<file path="src/rtl/mips_multicycle_ctrl_if.sv">
// Control/datapath bundle for the multicycle MIPS controller.
// master = controller side, slave = datapath side.
interface mips_multicycle_ctrl_if;
  logic [5:0] op;
  logic [5:0] funct;
  logic       zero;
  logic       pcen;
  logic       memwrite;
  logic       irwrite;
  logic       regwrite;
  logic       iord;
  logic       memtoreg;
  logic       regdst;
  logic       alusrca;
  logic [1:0] alusrcb;
  logic [1:0] pcsrc;
  logic [2:0] alucontrol;
  logic [3:0] state;
  logic       illegal_op;

  modport master (
    input  op, funct, zero,
    output pcen, memwrite, irwrite,
    output regwrite, iord, memtoreg,
    output regdst, alusrca, alusrcb,
    output pcsrc, alucontrol, state,
    output illegal_op
  );

  modport slave (
    output op, funct, zero,
    input  pcen, memwrite, irwrite,
    input  regwrite, iord, memtoreg,
    input  regdst, alusrca, alusrcb,
    input  pcsrc, alucontrol, state,
    input  illegal_op
  );
endinterface

</file>
<file path="src/rtl/mips_multicycle_ctrl.sv">
// Main control FSM of the multicycle MIPS core: Moore state
// sequencer, ALU decoder and PC-enable logic.
module mips_multicycle_ctrl (
  input  logic                  clk,
  input  logic                  reset,
  mips_multicycle_ctrl_if.master bus
);

  typedef enum logic [3:0] {
    FETCH   = 4'd0,
    DECODE  = 4'd1,
    MEMADR  = 4'd2,
    MEMRD   = 4'd3,
    MEMWB   = 4'd4,
    MEMWR   = 4'd5,
    EXECUTE = 4'd6,
    ALUWB   = 4'd7,
    BRANCH  = 4'd8,
    ADDIEX  = 4'd9,
    ADDIWB  = 4'd10,
    JUMP    = 4'd11
  } state_t;

  localparam logic [5:0] OP_RTYPE = 6'b000000;
  localparam logic [5:0] OP_LW    = 6'b100011;
  localparam logic [5:0] OP_SW    = 6'b101011;
  localparam logic [5:0] OP_BEQ   = 6'b000100;
  localparam logic [5:0] OP_ADDI  = 6'b001000;
  localparam logic [5:0] OP_J     = 6'b000010;

  state_t     state_q;
  state_t     state_d;

  logic       pcwrite;
  logic       branch;
  logic [1:0] aluop;
  logic       memwrite;
  logic       irwrite;
  logic       regwrite;
  logic       iord;
  logic       memtoreg;
  logic       regdst;
  logic       alusrca;
  logic [1:0] alusrcb;
  logic [1:0] pcsrc;
  logic       illegal;
  logic [2:0] alucontrol;

  always_ff @(posedge clk) begin
    if (reset) state_q <= FETCH;
    else       state_q <= state_d;
  end

  always_comb begin
    state_d  = FETCH;
    pcwrite  = 1'b0;
    branch   = 1'b0;
    aluop    = 2'b00;
    memwrite = 1'b0;
    irwrite  = 1'b0;
    regwrite = 1'b0;
    iord     = 1'b0;
    memtoreg = 1'b0;
    regdst   = 1'b0;
    alusrca  = 1'b0;
    alusrcb  = 2'b00;
    pcsrc    = 2'b00;
    illegal  = 1'b0;
    unique case (state_q)
      FETCH: begin
        alusrcb = 2'b01;
        irwrite = 1'b1;
        pcwrite = 1'b1;
        state_d = DECODE;
      end
      DECODE: begin
        alusrcb = 2'b11;
        case (bus.op)
          OP_LW,
          OP_SW:    state_d = MEMADR;
          OP_RTYPE: state_d = EXECUTE;
          OP_BEQ:   state_d = BRANCH;
          OP_ADDI:  state_d = ADDIEX;
          OP_J:     state_d = JUMP;
          default: begin
            state_d = FETCH;
            illegal = 1'b1;
          end
        endcase
      end
      MEMADR: begin
        alusrca = 1'b1;
        alusrcb = 2'b10;
        // Only lw/sw reach here; anything else aborts to FETCH.
        if (bus.op == OP_LW)      state_d = MEMRD;
        else if (bus.op == OP_SW) state_d = MEMWR;
        else                      state_d = FETCH;
      end
      MEMRD: begin
        iord    = 1'b1;
        state_d = MEMWB;
      end
      MEMWB: begin
        memtoreg = 1'b1;
        regwrite = 1'b1;
      end
      MEMWR: begin
        iord     = 1'b1;
        memwrite = 1'b1;
      end
      EXECUTE: begin
        alusrca = 1'b1;
        aluop   = 2'b10;
        state_d = ALUWB;
      end
      ALUWB: begin
        regdst   = 1'b1;
        regwrite = 1'b1;
      end
      BRANCH: begin
        alusrca = 1'b1;
        aluop   = 2'b01;
        pcsrc   = 2'b01;
        branch  = 1'b1;
      end
      ADDIEX: begin
        alusrca = 1'b1;
        alusrcb = 2'b10;
        state_d = ADDIWB;
      end
      ADDIWB: begin
        regwrite = 1'b1;
      end
      JUMP: begin
        pcsrc   = 2'b10;
        pcwrite = 1'b1;
      end
      default: state_d = FETCH;
    endcase
  end

  // funct only matters for R-type execution (aluop 10).
  always_comb begin
    alucontrol = 3'b010;
    unique case (aluop)
      2'b00: alucontrol = 3'b010;
      2'b01: alucontrol = 3'b110;
      2'b10: begin
        case (bus.funct)
          6'b100000: alucontrol = 3'b010;
          6'b100010: alucontrol = 3'b110;
          6'b100100: alucontrol = 3'b000;
          6'b100101: alucontrol = 3'b001;
          6'b101010: alucontrol = 3'b111;
          default:   alucontrol = 3'b010;
        endcase
      end
      2'b11: alucontrol = 3'b010;
      default: alucontrol = 3'b010;
    endcase
  end

  assign bus.pcen       = pcwrite | (branch & bus.zero);
  assign bus.memwrite   = memwrite;
  assign bus.irwrite    = irwrite;
  assign bus.regwrite   = regwrite;
  assign bus.iord       = iord;
  assign bus.memtoreg   = memtoreg;
  assign bus.regdst     = regdst;
  assign bus.alusrca    = alusrca;
  assign bus.alusrcb    = alusrcb;
  assign bus.pcsrc      = pcsrc;
  assign bus.alucontrol = alucontrol;
  assign bus.state      = state_q;
  assign bus.illegal_op = illegal;

endmodule

</file>
<file path="src/flat_wrapper.sv">
// flat-port wrapper written by rule: the top's interface ports become plain ports
module mips_multicycle_ctrl_flat 
  (clk, reset, bus_op, bus_funct, bus_zero, bus_pcen, bus_memwrite, bus_irwrite, bus_regwrite, bus_iord, bus_memtoreg, bus_regdst, bus_alusrca, bus_alusrcb, bus_pcsrc, bus_alucontrol, bus_state, bus_illegal_op);
  mips_multicycle_ctrl_if bus_i ();
  input  logic clk;
  input  logic reset;
  input wire logic [$bits(bus_i.op)-1:0] bus_op;
  input wire logic [$bits(bus_i.funct)-1:0] bus_funct;
  input wire logic [$bits(bus_i.zero)-1:0] bus_zero;
  output wire logic [$bits(bus_i.pcen)-1:0] bus_pcen;
  output wire logic [$bits(bus_i.memwrite)-1:0] bus_memwrite;
  output wire logic [$bits(bus_i.irwrite)-1:0] bus_irwrite;
  output wire logic [$bits(bus_i.regwrite)-1:0] bus_regwrite;
  output wire logic [$bits(bus_i.iord)-1:0] bus_iord;
  output wire logic [$bits(bus_i.memtoreg)-1:0] bus_memtoreg;
  output wire logic [$bits(bus_i.regdst)-1:0] bus_regdst;
  output wire logic [$bits(bus_i.alusrca)-1:0] bus_alusrca;
  output wire logic [$bits(bus_i.alusrcb)-1:0] bus_alusrcb;
  output wire logic [$bits(bus_i.pcsrc)-1:0] bus_pcsrc;
  output wire logic [$bits(bus_i.alucontrol)-1:0] bus_alucontrol;
  output wire logic [$bits(bus_i.state)-1:0] bus_state;
  output wire logic [$bits(bus_i.illegal_op)-1:0] bus_illegal_op;
  assign bus_i.op = bus_op;
  assign bus_i.funct = bus_funct;
  assign bus_i.zero = bus_zero;
  assign bus_pcen = bus_i.pcen;
  assign bus_memwrite = bus_i.memwrite;
  assign bus_irwrite = bus_i.irwrite;
  assign bus_regwrite = bus_i.regwrite;
  assign bus_iord = bus_i.iord;
  assign bus_memtoreg = bus_i.memtoreg;
  assign bus_regdst = bus_i.regdst;
  assign bus_alusrca = bus_i.alusrca;
  assign bus_alusrcb = bus_i.alusrcb;
  assign bus_pcsrc = bus_i.pcsrc;
  assign bus_alucontrol = bus_i.alucontrol;
  assign bus_state = bus_i.state;
  assign bus_illegal_op = bus_i.illegal_op;
  mips_multicycle_ctrl u_core (.clk(clk), .reset(reset), .bus(bus_i));
endmodule
</file>
<file path="config.mk">
export PLATFORM = sky130hd
export DESIGN_NAME = mips_multicycle_ctrl_flat
export DESIGN_NICKNAME = d
export VERILOG_FILES = /design/src/rtl/mips_multicycle_ctrl_if.sv /design/src/rtl/mips_multicycle_ctrl.sv /design/src/flat_wrapper.sv
export SDC_FILE = /design/constraint.sdc
export NUM_CORES = 1
export LEC_CHECK = 0
export CORE_UTILIZATION = 33
export DETAILED_ROUTE_END_ITERATION = 6
export PLACE_DENSITY_LB_ADDON = 0.1
export SYNTH_ARGS = -nofsm -noshare
export SYNTH_HDL_FRONTEND = slang
export SYNTH_SLANG_ARGS = --single-unit
</file>
<file path="constraint.sdc">
create_clock -name clk -period 1.8 [get_ports clk]
set_clock_uncertainty 0.15 [all_clocks]
set_input_delay 0.36 -clock clk [delete_from_list [all_inputs] [get_ports clk]]
set_output_delay 0.36 -clock clk [all_outputs]
set_load 0.01 [all_outputs]
</file>
Yosys cells after proc, flatten, opt, wreduce, memory -nomap -nowiden. Index checks and enable logic that the tools add are counted.

Register bits: 4. Bits of input ports: 15. Output and inout port bits: 20. Logic and storage cells: 57.

Equality and inequality tests: 23. Muxes and demuxes: 20. Bitwise gates (word level): 2. Reductions and logical operators: 11.

Operators with widths (number): 6-bit == test, second input constant (6); 4-bit one-hot mux with 6 select lines (1); 4-bit one-hot mux with 5 select lines (1); 4-bit by 3-bit == test with 1-bit output, second input constant (4); 4-bit == test, second input constant (4); 3-bit one-hot mux with 4 select lines (1); 1-bit two-way mux (11); 2-bit OR reduction (5); 3-bit one-hot mux with 3 select lines (1); 4-bit by 2-bit == test with 1-bit output, second input constant (2); 2-bit one-hot mux with 2 select lines (2); 6-bit by 2-bit == test with 1-bit output, second input constant (1); 6-bit by 3-bit == test with 1-bit output, second input constant (1); 6-bit by 4-bit == test with 1-bit output, second input constant (1); 6-bit logical NOT (1); 2-bit one-hot mux with 3 select lines (1); 6-bit OR reduction (1); 2-bit == test, second input constant (2); 4-bit by 1-bit == test with 1-bit output, second input constant (1); 4-bit logical NOT (1); 4-bit two-way mux (1); 4-bit OR reduction (1); 3-bit two-way mux (1); 3-bit OR reduction (1); 4 further kinds (4).

Longest topological paths before layout. Gate-level depths: netlist (run 1).

Word-level depth: 5. Depth in mapped cells: 7. Gate-level depth less buffers: 6.

Worst setup path before layout (run 1). Ideal clock, no wire load.

Path kind: register -> output. Start point: reg u_core.state_q[1] (netlist: u_core.bus.state[1]). End point: out bus_alucontrol[0]. Arrival: 1.694 ns. Setup slack: -0.404 ns. Cell stages (with the launch flop): 6. Buffers on the path: 1. Cells stage by stage: dfxtp_1 -> clkbuf_1 -> or3_1 -> inv_1 -> ha_1 -> nor4b_1.

Cells in the longest elaborated chain, start to end: 5. Elaborated cells on any way between the ends: 9.

RTL lines: start: declaration (line mips_multicycle_ctrl.sv:31) `state_t state_q;`; start signal: assignment (line mips_multicycle_ctrl.sv:51) `else state_q <= state_d;`; 4-bit == test or 4-bit by 3-bit == test with 1-bit output (tied branches) (line mips_multicycle_ctrl.sv:69) `unique case (state_q)`; 2-bit one-hot mux with 2 select lines * (line mips_multicycle_ctrl.sv:69); 2-bit == test or 2-bit logical NOT (tied branches) (line mips_multicycle_ctrl.sv:145) `unique case (aluop)`; 2-bit OR reduction (no line); 3-bit one-hot mux with 3 select lines * (line mips_multicycle_ctrl.sv:145); end: declaration (line flat_wrapper.sv:20) `output wire logic [$bits(bus_i.alucontrol)-1:0] bus_alucontrol;`.

Every way passes the cells marked *; elsewhere a longest branch is shown, timed or not.

Final worst setup path (run 1).
Start point: in bus_funct[3]. End point: out bus_alucontrol[1].

Cells in the longest elaborated chain, start to end: 3. Elaborated cells on any way between the ends: 6.

RTL lines: start: declaration (line flat_wrapper.sv:8) `input wire logic [$bits(bus_i.funct)-1:0] bus_funct;`; 6-bit == test (line mips_multicycle_ctrl.sv:149) `case (bus.funct)`; 3-bit one-hot mux with 4 select lines * (line mips_multicycle_ctrl.sv:149); 3-bit one-hot mux with 3 select lines * (line mips_multicycle_ctrl.sv:145).

Marked as above.

==> metrics, run 1 <==
met2 routed WL=1630 µm; port bufs=34; most frequent cells in the layout=30 x buf_4, 14 x buf_2, 8 x clkdlybuf4s50_1, 8 x buf_6; worst slack at placement=-780 ps; status=complete, but fails checks; final worst slack=-389 ps; vias in the first global route=908; CP arrival=1680 ps; IO Count=35; Max H-tree Level=1; CP Capture Type=output port; DRC violations left=3; Area contributors post-synth=dfxtp_1 14%, ha_1 6.5%, a21oi_1 6.0%, nor3_1 6.0%, nand2b_1 5.4%; failing checks=DRC, setup timing; most common cell after layout, fill and taps aside=buf_4; DP HPWL=1630 µm; Power Dens Cells=387 nW/µm²; Avg WL per Cell=19.6 µm; TritonCTS Buffers=3; largest net degree at the start of global routing=18; Antenna diodes=0; Post-Syn Instances=85; Area growth, synth to finish=152%; Hold EP=u_core.bus.state[0]; multiplexer share of the synthesized area=0%; XOR/XNOR Fraction of Synth Area=3.02%; Pleak=0.000664 µW; max cap viols=0; storage element area=92.6 µm²; First DRT Iteration DRCs=73; top layer in use=met4; vias per cell=6.13; flops & latches, synth=4; Hold Buf Count CTS=0; post-place instance area=1200 µm²; Die X=43.9 µm; Compound-Gate Fraction of Synth Area=23.8%; multi-input logic area=688 µm²; Worst slew margin=63.2%; reg2reg start=u_core.bus.state[0]; period utilisation layout=122%; initial antenna violation count=0; fill count=60; Die Span Y=43.9 µm; Bufs on Longest Clock Path=2; number of library cell types mapped by synthesis=33; Starting Density=36.7%; endpoints failing setup=13; first-pass GRT wire length=3980 µm; Net Count, Synth=103; min-delay worst type=in2reg; Post-Place Cells=161; synthesized area per cell=6.82 µm²; later-pin clock latency in the skew report=250 ps; Hold Path Stages=4; Antenna Nets Post-Route=0; Synth Area in Simple Gates=44.5%; RSZ-0062 raised after global routing=true; Worst-path clk slew=40 ps; core area=1580 µm²; GRT Util Overall=27.3%; sequential area share after synthesis=13.8%; Met1 Wirelength=1280 µm; largest family of logic cells by synthesized area=simple AND/OR/NAND/NOR gates; adder-cell share of the synthesized area=6.48%; Cell Area, Synth=579 µm²; DRT Pass-1 Iters=7; final wirelength=3390 µm; die area=1930 µm²; min Tclk post-route=2190 ps; Finished Layout Cells=173; Final Instance Area=1460 µm²; Setup Crit Path Kind=in2out; Worst-Margin Slew=548 ps; GPL Wtd Cong=0.854; Row Count=14; Largest register FFs=4; clock sinks=4; total power draw=564 µW; final net count=176; hold path startpoint=bus_op[2]; reg-to-reg slack, setup=-40 ps; R2R depth=6; WL met3=367 µm; DR vias=1,060; GRT Residual Overflow=0; fin. max-slew vios=0; Yosys warnings=0; clock root buffer master=clkbuf_4; share of layout cells above drive strength 1=61.8%; Synth top area share=13.8%; CP max FO=2; VDD IR max=0.000388 V; Fin. Hold Viols=0; area leader, netlist=dfxtp_1; Critical Path Start Type=input port; Util after Layout=92.5%; CTS tree=done; Reg-to-Reg End=u_core.bus.state[1]; Fmax=457 MHz; data required time of the critical path=1290 ps
==> synth_stat cells (all sizes together) <==
cell type / n
a211oi: 1
a21boi: 2
a21oi: 7
a22o: 1
a311oi: 1
and3b: 2
buf: 1
clkbuf: 4
dfxtp: 4
ha: 3
inv: 6
nand2: 5
nand2b: 6
nand3: 3
nand3b: 1
nand4: 1
nand4b: 1
nor2: 6
nor3: 7
nor3b: 1
nor4: 1
nor4b: 2
nor4bb: 1
o211ai: 2
o21a: 1
o21ai: 5
o22ai: 1
o41ai: 1
or3: 4
or4: 2
xnor2: 1
xor2: 1
==> metal layers <==
metal  vias up  GRT usage (%)
li1        466              -
met1       493           31.3
met2        84           54.0
met3        17           2.92
met4         0           4.85
met5         -              0
==> report_power, final <==
group	internal, µW	total, µW	switching (µW)
Clock	84.2	137	53.0
Sequential	93.9	103	9.09
Combinational	166	324	158
==> cell type report <==
cell class                      instances  area share [%]
Inverter                                6            1.72
Sequential cell                         4            6.35
Multi-Input combinational cell         70            47.2
Clock buffer                            4            1.80
Tap cell                               16            1.37
Timing Repair Buffer                   73            41.6
==> cells by family after synthesis <==
family	Yosys count
buffers and inverters	11
flip-flops	4
XOR/XNOR	2
adder cells (fa/ha/maj)	3
AND/OR/NAND/NOR	43
AO/OA/AOI/OAI	22
==> worst max-delay path by stage <==
stage                             start                 to  slack [ps]  depth (start not counted)
global route               bus_funct[3]  bus_alucontrol[1]        -430                          5
global placement           bus_funct[2]  bus_alucontrol[0]        -740                          6
detailed placement         bus_funct[2]  bus_alucontrol[0]        -780                          6
finish                     bus_funct[3]  bus_alucontrol[1]        -390                          5
CTS                 u_core.bus.state[2]  bus_alucontrol[2]        -350                          6
floorplan           u_core.bus.state[1]  bus_alucontrol[2]         -80                          5
==> stage by stage <==
stage,TNS (ps),hold slack (ps)
floorplan,-165,394
global placement,-5840,595
detailed placement,-6320,598
CTS,-1710,529
global route,-2720,562
finish,-2090,565
==> critical path: stages <==
cell,delay (ps)
clkdlybuf4s50_1,460
buf_4,180
o41ai_4,380
nand3b_1,130
buf_2,160
==> what timing repair did <==
action | 4_1_cts | 5_1_grt
endpoints found under the setup margin | 20 | 18
gates resized for setup | 97 | 29
pin swaps | 15 | 15
gates cloned | 0 | 0
buffers inserted | 6 | 2
Note: power is estimated with default switching activity, not from simulation.
==> run 2: changes to the inputs <==
- HOLD_SLACK_MARGIN: not set -> 0.15
- SLEW_MARGIN: not set -> 25
==> results of run 2 <==
Final layout, timing and power as in run 1 (identical DEF).
